[config.mk]
export PLATFORM = sky130hd
export DESIGN_NAME = cnn_fwd_sequencer_flat
export DESIGN_NICKNAME = d
export VERILOG_FILES = /design/src/rtl/cnn_fwd_sequencer_if.sv /design/src/rtl/cnn_fwd_sequencer.sv /design/src/flat_wrapper.sv
export SDC_FILE = /design/constraint.sdc
export NUM_CORES = 1
export LEC_CHECK = 0
export CAP_MARGIN = 20
export CORE_MARGIN = 1
export CORE_UTILIZATION = 37
export CTS_CLUSTER_SIZE = 28
export DETAILED_ROUTE_END_ITERATION = 8
export DONT_BUFFER_PORTS = 1
export PLACE_DENSITY = 0.62
export SETUP_SLACK_MARGIN = 0.05
export SKIP_LAST_GASP = 1
export SYNTH_ARGS = -nofsm -noshare
export SYNTH_HDL_FRONTEND = slang
export SYNTH_SLANG_ARGS = --single-unit
[constraint.sdc]
create_clock -name clk -period 3 [get_ports clk]
set_input_delay 0.3 -clock clk [delete_from_list [all_inputs] [get_ports clk]]
set_output_delay 0.3 -clock clk [all_outputs]
set_load 0.02 [all_outputs]
[src/rtl/cnn_fwd_sequencer_if.sv]
// ---------------------------------------------------------------------------
// cnn_fwd_sequencer_if
//
// Purpose:
//   Bundles the request/done/enable wires between the CNN forward-pass
//   sequencer and the datapath blocks it drives.
//
// Signals:
//   start_bit                         level request to begin a forward pass
//   done_{w,i,s,r,p}_1                layer-1 step completion flags
//   done_{w,i,s,r,p}_2                layer-2 step completion flags
//   done_fc_1, done_fc_2              fully-connected stage completion flags
//   {w,i,s,r,p}_load_1                layer-1 step enables
//   {w,i,s,r,p}_load_2                layer-2 step enables
//   srt_fc_1, srt_fc_2                fully-connected stage enables
//   done_fwd                          forward pass complete
//
// Modports:
//   master  - the side that requests passes and reports step completion
//   slave   - the sequencer itself
// ---------------------------------------------------------------------------
interface cnn_fwd_sequencer_if;

  logic start_bit;

  logic done_w_1;
  logic done_i_1;
  logic done_s_1;
  logic done_r_1;
  logic done_p_1;

  logic done_w_2;
  logic done_i_2;
  logic done_s_2;
  logic done_r_2;
  logic done_p_2;

  logic done_fc_1;
  logic done_fc_2;

  logic w_load_1;
  logic i_load_1;
  logic s_load_1;
  logic r_load_1;
  logic p_load_1;

  logic w_load_2;
  logic i_load_2;
  logic s_load_2;
  logic r_load_2;
  logic p_load_2;

  logic srt_fc_1;
  logic srt_fc_2;
  logic done_fwd;

  modport master (
    output start_bit,
    output done_w_1, done_i_1, done_s_1, done_r_1, done_p_1,
    output done_w_2, done_i_2, done_s_2, done_r_2, done_p_2,
    output done_fc_1, done_fc_2,
    input  w_load_1, i_load_1, s_load_1, r_load_1, p_load_1,
    input  w_load_2, i_load_2, s_load_2, r_load_2, p_load_2,
    input  srt_fc_1, srt_fc_2, done_fwd
  );

  modport slave (
    input  start_bit,
    input  done_w_1, done_i_1, done_s_1, done_r_1, done_p_1,
    input  done_w_2, done_i_2, done_s_2, done_r_2, done_p_2,
    input  done_fc_1, done_fc_2,
    output w_load_1, i_load_1, s_load_1, r_load_1, p_load_1,
    output w_load_2, i_load_2, s_load_2, r_load_2, p_load_2,
    output srt_fc_1, srt_fc_2, done_fwd
  );

endinterface

[src/rtl/cnn_fwd_sequencer.sv]
// ---------------------------------------------------------------------------
// cnn_fwd_sequencer
//
// Purpose:
//   Top-level sequencing FSM for the CNN forward pass. Walks two conv
//   stages (weight load, input load, shift/compute, ReLU, pool each) and
//   then two fully-connected stages. Each step is started by a one-hot
//   enable and advances when the matching datapath block reports done.
//   When the whole pass completes, done_fwd is held until start_bit drops.
//
// Ports:
//   clk      input   rising-edge system clock
//   reset_n  input   asynchronous active-low reset; clears all enables
//   bus      slave   cnn_fwd_sequencer_if: start_bit, the twelve done
//                    flags in, the twelve step enables and done_fwd out
//
// Notes:
//   - Outputs are Moore: a register loaded with the decode of the next
//     state, so each enable is glitch-free and tracks the current state.
//   - Only the done flag belonging to the current state is looked at, so
//     stale or undriven flags of other steps cannot move the FSM.
// ---------------------------------------------------------------------------
module cnn_fwd_sequencer (
  input  logic                      clk,
  input  logic                      reset_n,
  cnn_fwd_sequencer_if.slave        bus
);

  typedef enum logic [3:0] {
    ST_IDLE = 4'd0,
    ST_W1   = 4'd1,
    ST_I1   = 4'd2,
    ST_S1   = 4'd3,
    ST_R1   = 4'd4,
    ST_P1   = 4'd5,
    ST_W2   = 4'd6,
    ST_I2   = 4'd7,
    ST_S2   = 4'd8,
    ST_R2   = 4'd9,
    ST_P2   = 4'd10,
    ST_FC1  = 4'd11,
    ST_FC2  = 4'd12,
    ST_DONE = 4'd13
  } state_e;

  // Output vector bit positions
  //   [0] w_load_1  [1] i_load_1  [2] s_load_1  [3] r_load_1  [4] p_load_1
  //   [5] w_load_2  [6] i_load_2  [7] s_load_2  [8] r_load_2  [9] p_load_2
  //   [10] srt_fc_1 [11] srt_fc_2 [12] done_fwd
  localparam int unsigned NUM_OUT = 13;

  state_e               state_q;
  state_e               state_d;
  logic                 step_done_s;
  logic [NUM_OUT-1:0]   out_q;

  // One-hot enable pattern owned by a given state; IDLE and illegal codes drive nothing.
  function automatic logic [NUM_OUT-1:0] decode_outputs(input state_e s);
    logic [NUM_OUT-1:0] v;
    v = 13'd0;
    case (s)
      ST_W1:   v = 13'h0001;
      ST_I1:   v = 13'h0002;
      ST_S1:   v = 13'h0004;
      ST_R1:   v = 13'h0008;
      ST_P1:   v = 13'h0010;
      ST_W2:   v = 13'h0020;
      ST_I2:   v = 13'h0040;
      ST_S2:   v = 13'h0080;
      ST_R2:   v = 13'h0100;
      ST_P2:   v = 13'h0200;
      ST_FC1:  v = 13'h0400;
      ST_FC2:  v = 13'h0800;
      ST_DONE: v = 13'h1000;
      default: v = 13'd0;
    endcase
    return v;
  endfunction

  // Pick the single done flag that the current state is waiting on.
  always_comb begin
    step_done_s = 1'b0;
    case (state_q)
      ST_W1:   step_done_s = bus.done_w_1;
      ST_I1:   step_done_s = bus.done_i_1;
      ST_S1:   step_done_s = bus.done_s_1;
      ST_R1:   step_done_s = bus.done_r_1;
      ST_P1:   step_done_s = bus.done_p_1;
      ST_W2:   step_done_s = bus.done_w_2;
      ST_I2:   step_done_s = bus.done_i_2;
      ST_S2:   step_done_s = bus.done_s_2;
      ST_R2:   step_done_s = bus.done_r_2;
      ST_P2:   step_done_s = bus.done_p_2;
      ST_FC1:  step_done_s = bus.done_fc_1;
      ST_FC2:  step_done_s = bus.done_fc_2;
      default: step_done_s = 1'b0;
    endcase
  end

  // Next-state logic: linear walk through the pass, gated by the selected done.
  // An unknown done or start resolves to the hold/else branch, keeping the
  // FSM in place rather than jumping.
  always_comb begin
    state_d = ST_IDLE;
    case (state_q)
      ST_IDLE: begin
        if (bus.start_bit == 1'b1) state_d = ST_W1;
        else                       state_d = ST_IDLE;
      end
      ST_W1: begin
        if (step_done_s == 1'b1) state_d = ST_I1;
        else                     state_d = ST_W1;
      end
      ST_I1: begin
        if (step_done_s == 1'b1) state_d = ST_S1;
        else                     state_d = ST_I1;
      end
      ST_S1: begin
        if (step_done_s == 1'b1) state_d = ST_R1;
        else                     state_d = ST_S1;
      end
      ST_R1: begin
        if (step_done_s == 1'b1) state_d = ST_P1;
        else                     state_d = ST_R1;
      end
      ST_P1: begin
        if (step_done_s == 1'b1) state_d = ST_W2;
        else                     state_d = ST_P1;
      end
      ST_W2: begin
        if (step_done_s == 1'b1) state_d = ST_I2;
        else                     state_d = ST_W2;
      end
      ST_I2: begin
        if (step_done_s == 1'b1) state_d = ST_S2;
        else                     state_d = ST_I2;
      end
      ST_S2: begin
        if (step_done_s == 1'b1) state_d = ST_R2;
        else                     state_d = ST_S2;
      end
      ST_R2: begin
        if (step_done_s == 1'b1) state_d = ST_P2;
        else                     state_d = ST_R2;
      end
      ST_P2: begin
        if (step_done_s == 1'b1) state_d = ST_FC1;
        else                     state_d = ST_P2;
      end
      ST_FC1: begin
        if (step_done_s == 1'b1) state_d = ST_FC2;
        else                     state_d = ST_FC1;
      end
      ST_FC2: begin
        if (step_done_s == 1'b1) state_d = ST_DONE;
        else                     state_d = ST_FC2;
      end
      ST_DONE: begin
        // Completion is held for as long as the requester keeps start high.
        if (bus.start_bit == 1'b1) state_d = ST_DONE;
        else                       state_d = ST_IDLE;
      end
      default: state_d = ST_IDLE;
    endcase
  end

  // State and output registers; outputs load the decode of the next state so
  // they change on the same edge as the state they describe.
  always_ff @(posedge clk or negedge reset_n) begin
    if (!reset_n) begin
      state_q <= ST_IDLE;
      out_q   <= 13'd0;
    end else begin
      state_q <= state_d;
      out_q   <= decode_outputs(state_d);
    end
  end

  assign bus.w_load_1 = out_q[0];
  assign bus.i_load_1 = out_q[1];
  assign bus.s_load_1 = out_q[2];
  assign bus.r_load_1 = out_q[3];
  assign bus.p_load_1 = out_q[4];
  assign bus.w_load_2 = out_q[5];
  assign bus.i_load_2 = out_q[6];
  assign bus.s_load_2 = out_q[7];
  assign bus.r_load_2 = out_q[8];
  assign bus.p_load_2 = out_q[9];
  assign bus.srt_fc_1 = out_q[10];
  assign bus.srt_fc_2 = out_q[11];
  assign bus.done_fwd = out_q[12];

endmodule

[src/flat_wrapper.sv]
// flat-port wrapper written by rule: the top's interface ports become plain ports
module cnn_fwd_sequencer_flat 
  (clk, reset_n, bus_start_bit, bus_done_w_1, bus_done_i_1, bus_done_s_1, bus_done_r_1, bus_done_p_1, bus_done_w_2, bus_done_i_2, bus_done_s_2, bus_done_r_2, bus_done_p_2, bus_done_fc_1, bus_done_fc_2, bus_w_load_1, bus_i_load_1, bus_s_load_1, bus_r_load_1, bus_p_load_1, bus_w_load_2, bus_i_load_2, bus_s_load_2, bus_r_load_2, bus_p_load_2, bus_srt_fc_1, bus_srt_fc_2, bus_done_fwd);
  cnn_fwd_sequencer_if bus_i ();
  input  logic clk;
  input  logic reset_n;
  input wire logic [$bits(bus_i.start_bit)-1:0] bus_start_bit;
  input wire logic [$bits(bus_i.done_w_1)-1:0] bus_done_w_1;
  input wire logic [$bits(bus_i.done_i_1)-1:0] bus_done_i_1;
  input wire logic [$bits(bus_i.done_s_1)-1:0] bus_done_s_1;
  input wire logic [$bits(bus_i.done_r_1)-1:0] bus_done_r_1;
  input wire logic [$bits(bus_i.done_p_1)-1:0] bus_done_p_1;
  input wire logic [$bits(bus_i.done_w_2)-1:0] bus_done_w_2;
  input wire logic [$bits(bus_i.done_i_2)-1:0] bus_done_i_2;
  input wire logic [$bits(bus_i.done_s_2)-1:0] bus_done_s_2;
  input wire logic [$bits(bus_i.done_r_2)-1:0] bus_done_r_2;
  input wire logic [$bits(bus_i.done_p_2)-1:0] bus_done_p_2;
  input wire logic [$bits(bus_i.done_fc_1)-1:0] bus_done_fc_1;
  input wire logic [$bits(bus_i.done_fc_2)-1:0] bus_done_fc_2;
  output wire logic [$bits(bus_i.w_load_1)-1:0] bus_w_load_1;
  output wire logic [$bits(bus_i.i_load_1)-1:0] bus_i_load_1;
  output wire logic [$bits(bus_i.s_load_1)-1:0] bus_s_load_1;
  output wire logic [$bits(bus_i.r_load_1)-1:0] bus_r_load_1;
  output wire logic [$bits(bus_i.p_load_1)-1:0] bus_p_load_1;
  output wire logic [$bits(bus_i.w_load_2)-1:0] bus_w_load_2;
  output wire logic [$bits(bus_i.i_load_2)-1:0] bus_i_load_2;
  output wire logic [$bits(bus_i.s_load_2)-1:0] bus_s_load_2;
  output wire logic [$bits(bus_i.r_load_2)-1:0] bus_r_load_2;
  output wire logic [$bits(bus_i.p_load_2)-1:0] bus_p_load_2;
  output wire logic [$bits(bus_i.srt_fc_1)-1:0] bus_srt_fc_1;
  output wire logic [$bits(bus_i.srt_fc_2)-1:0] bus_srt_fc_2;
  output wire logic [$bits(bus_i.done_fwd)-1:0] bus_done_fwd;
  assign bus_i.start_bit = bus_start_bit;
  assign bus_i.done_w_1 = bus_done_w_1;
  assign bus_i.done_i_1 = bus_done_i_1;
  assign bus_i.done_s_1 = bus_done_s_1;
  assign bus_i.done_r_1 = bus_done_r_1;
  assign bus_i.done_p_1 = bus_done_p_1;
  assign bus_i.done_w_2 = bus_done_w_2;
  assign bus_i.done_i_2 = bus_done_i_2;
  assign bus_i.done_s_2 = bus_done_s_2;
  assign bus_i.done_r_2 = bus_done_r_2;
  assign bus_i.done_p_2 = bus_done_p_2;
  assign bus_i.done_fc_1 = bus_done_fc_1;
  assign bus_i.done_fc_2 = bus_done_fc_2;
  assign bus_w_load_1 = bus_i.w_load_1;
  assign bus_i_load_1 = bus_i.i_load_1;
  assign bus_s_load_1 = bus_i.s_load_1;
  assign bus_r_load_1 = bus_i.r_load_1;
  assign bus_p_load_1 = bus_i.p_load_1;
  assign bus_w_load_2 = bus_i.w_load_2;
  assign bus_i_load_2 = bus_i.i_load_2;
  assign bus_s_load_2 = bus_i.s_load_2;
  assign bus_r_load_2 = bus_i.r_load_2;
  assign bus_p_load_2 = bus_i.p_load_2;
  assign bus_srt_fc_1 = bus_i.srt_fc_1;
  assign bus_srt_fc_2 = bus_i.srt_fc_2;
  assign bus_done_fwd = bus_i.done_fwd;
  cnn_fwd_sequencer u_core (.clk(clk), .reset_n(reset_n), .bus(bus_i));
endmodule
== Word level (Yosys, flattened, before mapping) ==
Memories as Yosys holds them, arrays and structs flattened. A register that Yosys moved wholly into a read port is not among the register bits.
Index checks and enable logic that the tools add are counted.
Storage, ports and cells
  flip-flop bits (word level): 4
  bits in latches: 0
  bits in writable memories: 0
  bits in read-only memories: 208
  input bits: 15
  output and inout bits: 13
  word-level logic and storage cells: 33
  memories: 1
Memory list
  (name not given): words 16, bits a word 13, rd ports 1, clocked after memory_dff 1, write ports 0, line cnn_fwd_sequencer.sv:61  | case (s)
Operators by class
  add/subtract/negate cells: 0
  multipliers: 0
  divide/modulo/power cells: 0
  $lt $le $gt $ge: 0
  eq/ne operators: 13
  shift operators: 0
  mux-type cells: 16
  bitwise operators: 0
  reduce and logical (&&, ||, !) cells: 2
Operators with widths (count)
  4-bit case mux with 14 select lines: 1
  4-bit == test, second input constant: 6
  4-bit by 3-bit == test with 1-bit output, second input constant: 4
  1-bit case mux with 12 select lines: 1
  4-bit by 2-bit == test with 1-bit output, second input constant: 2
  4-bit two-way mux: 2
  1-bit two-way mux: 7
  2-bit two-way mux: 3
  3-bit two-way mux: 2
  4-bit by 1-bit == test with 1-bit output, second input constant: 1
  4-bit logical NOT: 1
  1-bit logical NOT: 1

== Longest topological paths before layout ==
Gate-level depths: netlist of the first run.
  word-level depth: 4
  mapped depth: 7
  mapped depth without buffers: 6

== Worst setup path before layout of the first run ==
Ideal clock, no wire load.
  kind: register -> register
  from: reg u_core.state_q[2]
  to: reg u_core.out_q[9]
  library setup time: 0.101 ns
  arrival time: 1.865 ns
  data required time: 2.899 ns
  slack: 1.034 ns
  stages on the path, launching flop included: 7
  buffers on the path: 0
  period minus slack after synthesis: 1.966 ns
  path through: dfrtp_1 -> mux2_1 -> a32o_1 -> a311oi_4 -> nand2_4 -> mux2i_4 -> nor4_1
Between the ends
  cells in the longest elaborated chain, start to end: 4
  elaborated cells on any way between the ends: 28
  those cells by class: eq/ne: 13; mux: 14; reduce/logical: 1
RTL lines
  start: declaration: line cnn_fwd_sequencer.sv:52  | state_e state_q;
  start signal: assignment: line cnn_fwd_sequencer.sv:174  | state_q <= state_d;
  4-bit == test, or another cell as far along: line cnn_fwd_sequencer.sv:83, cnn_fwd_sequencer.sv:105
  1-bit case mux with 12 select lines: line cnn_fwd_sequencer.sv:83  | case (state_q)
  1-bit two-way mux, or another cell as far along
  4-bit case mux with 14 select lines (*): line cnn_fwd_sequencer.sv:105  | case (state_q)
  net u_core.state_d[0]: line cnn_fwd_sequencer.sv:53  | state_e state_d;
  end: declaration: line cnn_fwd_sequencer.sv:55  | logic [NUM_OUT-1:0] out_q;
Mark *: on every way through the listed nets, which the timed path passes. The rest lies on a longest branch.

== Final worst setup path of the first run ==
Same ends and word-level chain as after synthesis.

==> reports/metrics.yaml, run 1 <==
max_cap_viol_count: 0
io_pins: 28
netlist_instances: 100
hpwl_mm: 1.47
tns_ns: 0
slowest_delay_ns: 0.65
holdPathEnd: "u_core.out_q[0]$_DFF_PN0_"
final_hold_viol_count: 0
synth_top_area_share_pct: 43.4
drive_gt1_share_pct: 11.0
muxShareOfSynthArea_pct: 4.47
grt_overflow: 0
r2r-end: "u_core.out_q[9]$_DFF_PN0_"
clk_latency_ns: 0.29
ant_nets: 0
post_cts_buffers: 0
finalSetupViolations: 0
wl_met3_um: 88
multi_input_area_um2: 504
grt_pass1_vias: 742
skew_ns: 0.00489
first_iter_violations: 15
dr.max_layer_used: "met4"
max_freq_mhz: 418
rows: 18
wl_per_cell_um: 15.7
relSlewSlack_pct: 52.5
die_w_um: 53.5
critPathRequiredTime_ns: 3.19
fin_crit_ns: 2.39
r2r_start: "u_core.state_q[2]$_DFF_PN0_"
rr_worst_depth: 6
cts.clk_slew.worst_paths_ns: 0.10
cts-buffers-inserted: 3
final_common_cell: "dfrtp_1"
viasPerCell: 5.98
grt_max_degree: 19
final_cell_mix: "dfrtp_1, nand2_1, o21ai_0"
layout_worst_path_cycle_share_pct: 79.7
met1_length_um: 933
met2RoutedLength_um: 953
synth_warnings: 0
syn-num-nets: 115
yosys.area_share.simple_pct: 25.3
rsz0062_at_grt: "no"
holdWs_ns: 0.141
critPathCaptureType: "flop"
synth_xor_area_share_pct: 0
synth_top_family_by_area: "simple AND/OR/NAND/NOR gates"
wirelength_mm: 2.05
crit_chain: "mux2_1 > a32o_1 > a311oi_4 > nand2_4 > mux2i_4 > nor4_1"
power.density_nw_per_um2: 1150
fill_cells: 249
antenna_found_initial: 0
cts.repair.resized: 0
status: "complete, no violations"
yosys.area.top_type: "dfrtp_1"
die_area_um2: 2860
worst_pin_slew_ns: 0.710
slowest_stage: "dfrtp_1"
seq_area_um2: 425
clockRootBuffer: "clkbuf_4"
slew_violations: 0
initial_core_util_pct: 39.2
arrival_ns: 2.59
ys_types: 38
netlist_top_cells_area: "dfrtp_1, nand2_1, o21ai_0, a211oi_1, nand3b_1"
design.core.area_um2: 2500
fin_util_pct: 41.1
r2r_slack_ns: 0.61
seq_area_frac_synth_pct: 43.4
cts_tree: "done"
num_antenna_cells: 0
total_power_w: 0.00119
start_kind: "flop"
syn2layout_area_growth_pct: 4.85
p_leak_nw: 0.433
htreeDepth: 1
hold_depth: 2
vias: 777
synth_compound_area_share_pct: 21.7
path_max_fanout: 15
grt_pass1_wl_mm: 3.41
hp-class: "input pin to flop"
syn_area_um2: 980
synth.avg_cell_area_um2: 9.80
cts.sinks: 17
drt_pre_antenna_iters: 5
grt_usage_pct: 17.3
final_net_count: 116
criticalPathCategory: "flop to flop"
synthAdderAreaFrac_pct: 0
drc: 0
io_buffers: 0
hold_path.startpoint: "bus_start_bit"
ys_seq_elements: 17
ir_drop_mv: 0.442
routabilityCongestion: 0.873
die_height_um: 53.5
cts_max_path_buffers: 2
-- registers in the layout (all words and copies together), names as in the netlist --
| signal | flops |
|---|---|
| u_core.out_q | 13 |
| u_core.state_q | 4 |
-- area by class of cell --
cell class              instances  share of cell area [%]
multi-input cells              72                    49.1
flip-flops and latches         17                    41.4
clock inverters                 1                   0.487
repair buffers                  1                   0.974
inverters                       6                    2.19
well taps                      30                    3.65
clock buffers                   3                    2.19
-- logic make-up after synthesis --
family,count (synthesis)
AND/OR/NAND/NOR,41
AO/OA/AOI/OAI,28
multiplexers,3
flip-flops,17
buffers and inverters,11
-- worst max-delay path, delay by kind of cell (launching register included) --
family	cells	cell delay, ns
mux	2	0.61
compound gates	2	0.66
simple gates	2	0.38
flops	1	0.65
-- power breakdown --
group | internal, W | leakage, nW | switching (W)
logic | 0.000246 | 0.188 | 0.000332
registers | 0.000302 | 0.228 | 0.000186
clock network | 0.0000496 | 0.0177 | 0.0000710
-- cells in the mapped netlist (all sizes together) --
master  count
or3         1
a211oi      4
and4b       2
mux2i       2
nand3b      4
a32o        1
a31o        1
a21o        2
a311oi      2
nand2b      4
and3b       1
and2        1
nor4bb      1
nor2b       1
o22ai       1
dfrtp      17
nor4        1
buf         5
mux2        1
a211o       1
nand3       1
nand2      12
a21boi      1
inv         6
a21oi       3
nor3        4
nor3b       2
nor2        5
nor4b       1
a22oi       2
o21ai       8
o211ai      2
-- metal layers --
layer | track usage (%) | up-vias
met1 | 22.5 | 366
met3 | 4.31 | 11
li1 | - | 366
met2 | 24.6 | 34
met4 | 11.8 | 0
met5 | 0 | -
-- stage by stage --
step	instance area, um2	instances	setup WS (ns)
6_report	1030	130	0.608
5_1_grt	1030	130	0.453
4_1_cts	1030	130	0.617
3_5_place_dp	990	125	0.635
3_3_place_gp	990	125	0.609
2_1_floorplan	980	100	1.03
-- worst max path at each step --
stage	slack, ns	start	to
after detailed placement	0.63	u_core.state_q[2]$_DFF_PN0_	u_core.out_q[9]$_DFF_PN0_
after global placement	0.61	u_core.state_q[2]$_DFF_PN0_	u_core.out_q[9]$_DFF_PN0_
after global routing	0.45	u_core.state_q[2]$_DFF_PN0_	u_core.out_q[9]$_DFF_PN0_
after floorplan	1.03	u_core.state_q[2]$_DFF_PN0_	u_core.out_q[9]$_DFF_PN0_
after CTS	0.62	u_core.state_q[2]$_DFF_PN0_	u_core.out_q[9]$_DFF_PN0_
final	0.61	u_core.state_q[2]$_DFF_PN0_	u_core.out_q[9]$_DFF_PN0_
-- repair_timing --
action / in CTS / in global routing
hold buffers: 1 / 0
hold endpoints to repair: 17 / 0
endpoints found under the setup margin: 0 / 0
No activity file was read; power rests on OpenSTA's default activity.
==> run 2, diff against run 1 <==
Settings changed: ABC_AREA set to 1, PLACE_DENSITY 0.62 to 0.64.
Clock period 3 ns to 2.2 ns, I/O delays scaled along.
==> run 2 against run 1 <==
- cell count is 21% higher
- sequential cell count stayed put
- power is 34% higher
- cell area is 7.4% higher
- highest routed layer unchanged
- setup slack worse by 0.26 ns
- wire length is 20% higher
- combinational power is 47% higher
- utilization is 2.3 points higher
- clock-buffer cell count stayed put
- fmax is 29% higher
- register-to-register slack worse by 0.26 ns
- critical endpoint is now u_core.out_q[7]$_DFF_PN0_
- sequential share of layout area is 2.9 points lower
==> reports/metrics.yaml, run 2 <==
status: "complete, no violations"
synth_warnings: 0
finalSetupViolations: 0
final_common_cell: "nand2_1"
rows: 18
critPathRequiredTime_ns: 2.43
rr_worst_depth: 11
worst_pin_slew_ns: 0.776
top_register: "u_core.out_q"
p_leak_nw: 0.580
cts.clk_slew.worst_paths_ns: 0.11
r2r-end: "u_core.out_q[7]$_DFF_PN0_"
cts-buffers-inserted: 3
grt_pass1_vias: 824
holdWs_ns: 0.0856
setup_slack_ns: 0.345
synth_top_area_share_pct: 41.5
final_cell_mix: "nand2_1, dfrtp_1, nor2_1"
routabilityCongestion: 0.968
r2r_slack_ns: 0.35
first_iter_violations: 55
arrival_ns: 2.09
design.core.area_um2: 2540
max_cap_viol_count: 0
syn-num-nets: 137
critPathCaptureType: "flop"
fin_crit_ns: 1.85
die_w_um: 54.7
ys_types: 22
max_freq_mhz: 539
drive_gt1_share_pct: 29.9
synth_edf_count: 0
syn2layout_area_growth_pct: 7.56
netlist_top_cells_area: "dfrtp_1, nand3_2, nand2_1, nor2_2, nand3_1"
criticalPathCategory: "flop to flop"
dpl_worst_slack_ns: 0.393
grt_max_degree: 18
clockRootBuffer: "clkbuf_4"
top_regs: "u_core.out_q (13), u_core.state_q (4)"
tns_ns: 0
hpwl_mm: 1.91
vias: 865
fin_util_pct: 43.4
viasPerCell: 5.51
syn_area_um2: 1030
antenna_found_initial: 0
die_height_um: 54.7
wl_per_cell_um: 15.6
largest_reg_flops: 13
wirelength_mm: 2.45
hp-class: "input pin to flop"
synth_most_common_cell: "nand2_1"
clk_latency_ns: 0.29
yosys.area.top_type: "dfrtp_1"
grt_overflow: 0
netlist_instances: 122
power.density_nw_per_um2: 1440
ys_seq_elements: 17
drt_pre_antenna_iters: 6
seq_area_frac_synth_pct: 41.5
cts_max_path_buffers: 2
synth.avg_cell_area_um2: 8.41
ant_nets: 0
grt_pass1_wl_mm: 3.82
synth_common_cells: "nand2_1, dfrtp_1, nor2_1"
cts_tree: "done"
layout_worst_path_cycle_share_pct: 84.3
relSlewSlack_pct: 48.1
async_flop_share_pct: 100
io_buffers: 0
io_pins: 28
start_kind: "flop"
die_area_um2: 2990
final_net_count: 143
htreeDepth: 1
worstSetupStartpoint: "u_core.state_q[1]$_DFF_PN0_"
grt_usage_pct: 18.4
rsz0062_at_grt: "no"
worstSetupEndpoint: "u_core.out_q[7]$_DFF_PN0_"
skew_ns: 0.0164
drc: 0
num_antenna_cells: 0
path_max_fanout: 10
ir_drop_mv: 0.738
r2r_start: "u_core.state_q[1]$_DFF_PN0_"
cts.sinks: 17
final_hold_viol_count: 0
slew_violations: 0
initial_core_util_pct: 40.3
post_cts_buffers: 0
synthFlopType: "dfrtp_1"
==> run 2: worst min path at each step <==
stage / to / cells past startpoint / startpoint
after floorplan: u_core.out_q[0]$_DFF_PN0_ / 0 / reset_n
after global placement: u_core.out_q[12]$_DFF_PN0_ / 0 / reset_n
after detailed placement: u_core.out_q[12]$_DFF_PN0_ / 0 / reset_n
after CTS: u_core.out_q[10]$_DFF_PN0_ / 2 / bus_done_p_2
after global routing: u_core.out_q[10]$_DFF_PN0_ / 2 / bus_done_p_2
final: u_core.out_q[10]$_DFF_PN0_ / 2 / bus_done_p_2
==> run 2: worst max-delay path, stage by stage (launching register included) <==
cell and delay (ns):
dfrtp_1 0.48, nand2_1 0.13, inv_2 0.08, nand3_1 0.15, nand2_1 0.09, nor2_2 0.15
nand3_4 0.15, nand2_1 0.11, nand3_2 0.09, nor2_4 0.13, nand3_2 0.10, nor2_1 0.11
==> run 2: kinds of logic (layout without fill, tap and decap cells) <==
logic type	Yosys count	count (layout)	share of synthesized area (%)
buf+inv	15	20	5.49
simple gates	79	79	45.4
flops	17	17	41.5
compound gates	11	11	7.68
==> run 2: per-layer routing <==
layer	wire length [um]	up-vias	GRT usage [%]	share of wire (%)
li1	-	411	-	-
met1	979	404	21.8	40
met2	1200	46	29.5	49
met3	229	4	7.22	9.3
met4	37	0	7.26	1.5
met5	0	-	0	0
==> run 2: layout make-up <==
type	instances	area, um2
fillers	262	1440
well taps	30	37.5
clock inverters	1	7.51
flip-flops and latches	17	425
clock buffers	3	22.5
multi-input cells	90	544
repair buffers	1	10.0
inverters	15	56.3
==> run 2: timing repair <==
item | CTS | global route
endpoints found under the setup margin | 0 | 0
hold endpoints to repair | 17 | 0
resized for setup | 0 | 0
hold buffers | 1 | 0
==> run 2: power by group <==
group	leakage [nW]	switching, W	internal [W]
Sequential	0.229	0.000161	0.000409
Combinational	0.337	0.000577	0.000270
Clock	0.0139	0.000100	0.0000691
Total	0.580	0.000838	0.000747
==> run 2: per-stage QoR <==
| step | cell area (um2) | total power [W] | std cells |
|---|---|---|---|
| global route | 1100 | 0.00170 | 157 |
| global placement | 1060 | 0.00141 | 152 |
| floorplan | 1030 | 0.00124 | 122 |
| CTS | 1100 | 0.00159 | 157 |
| finish | 1100 | 0.00158 | 157 |
| detailed placement | 1060 | 0.00140 | 152 |
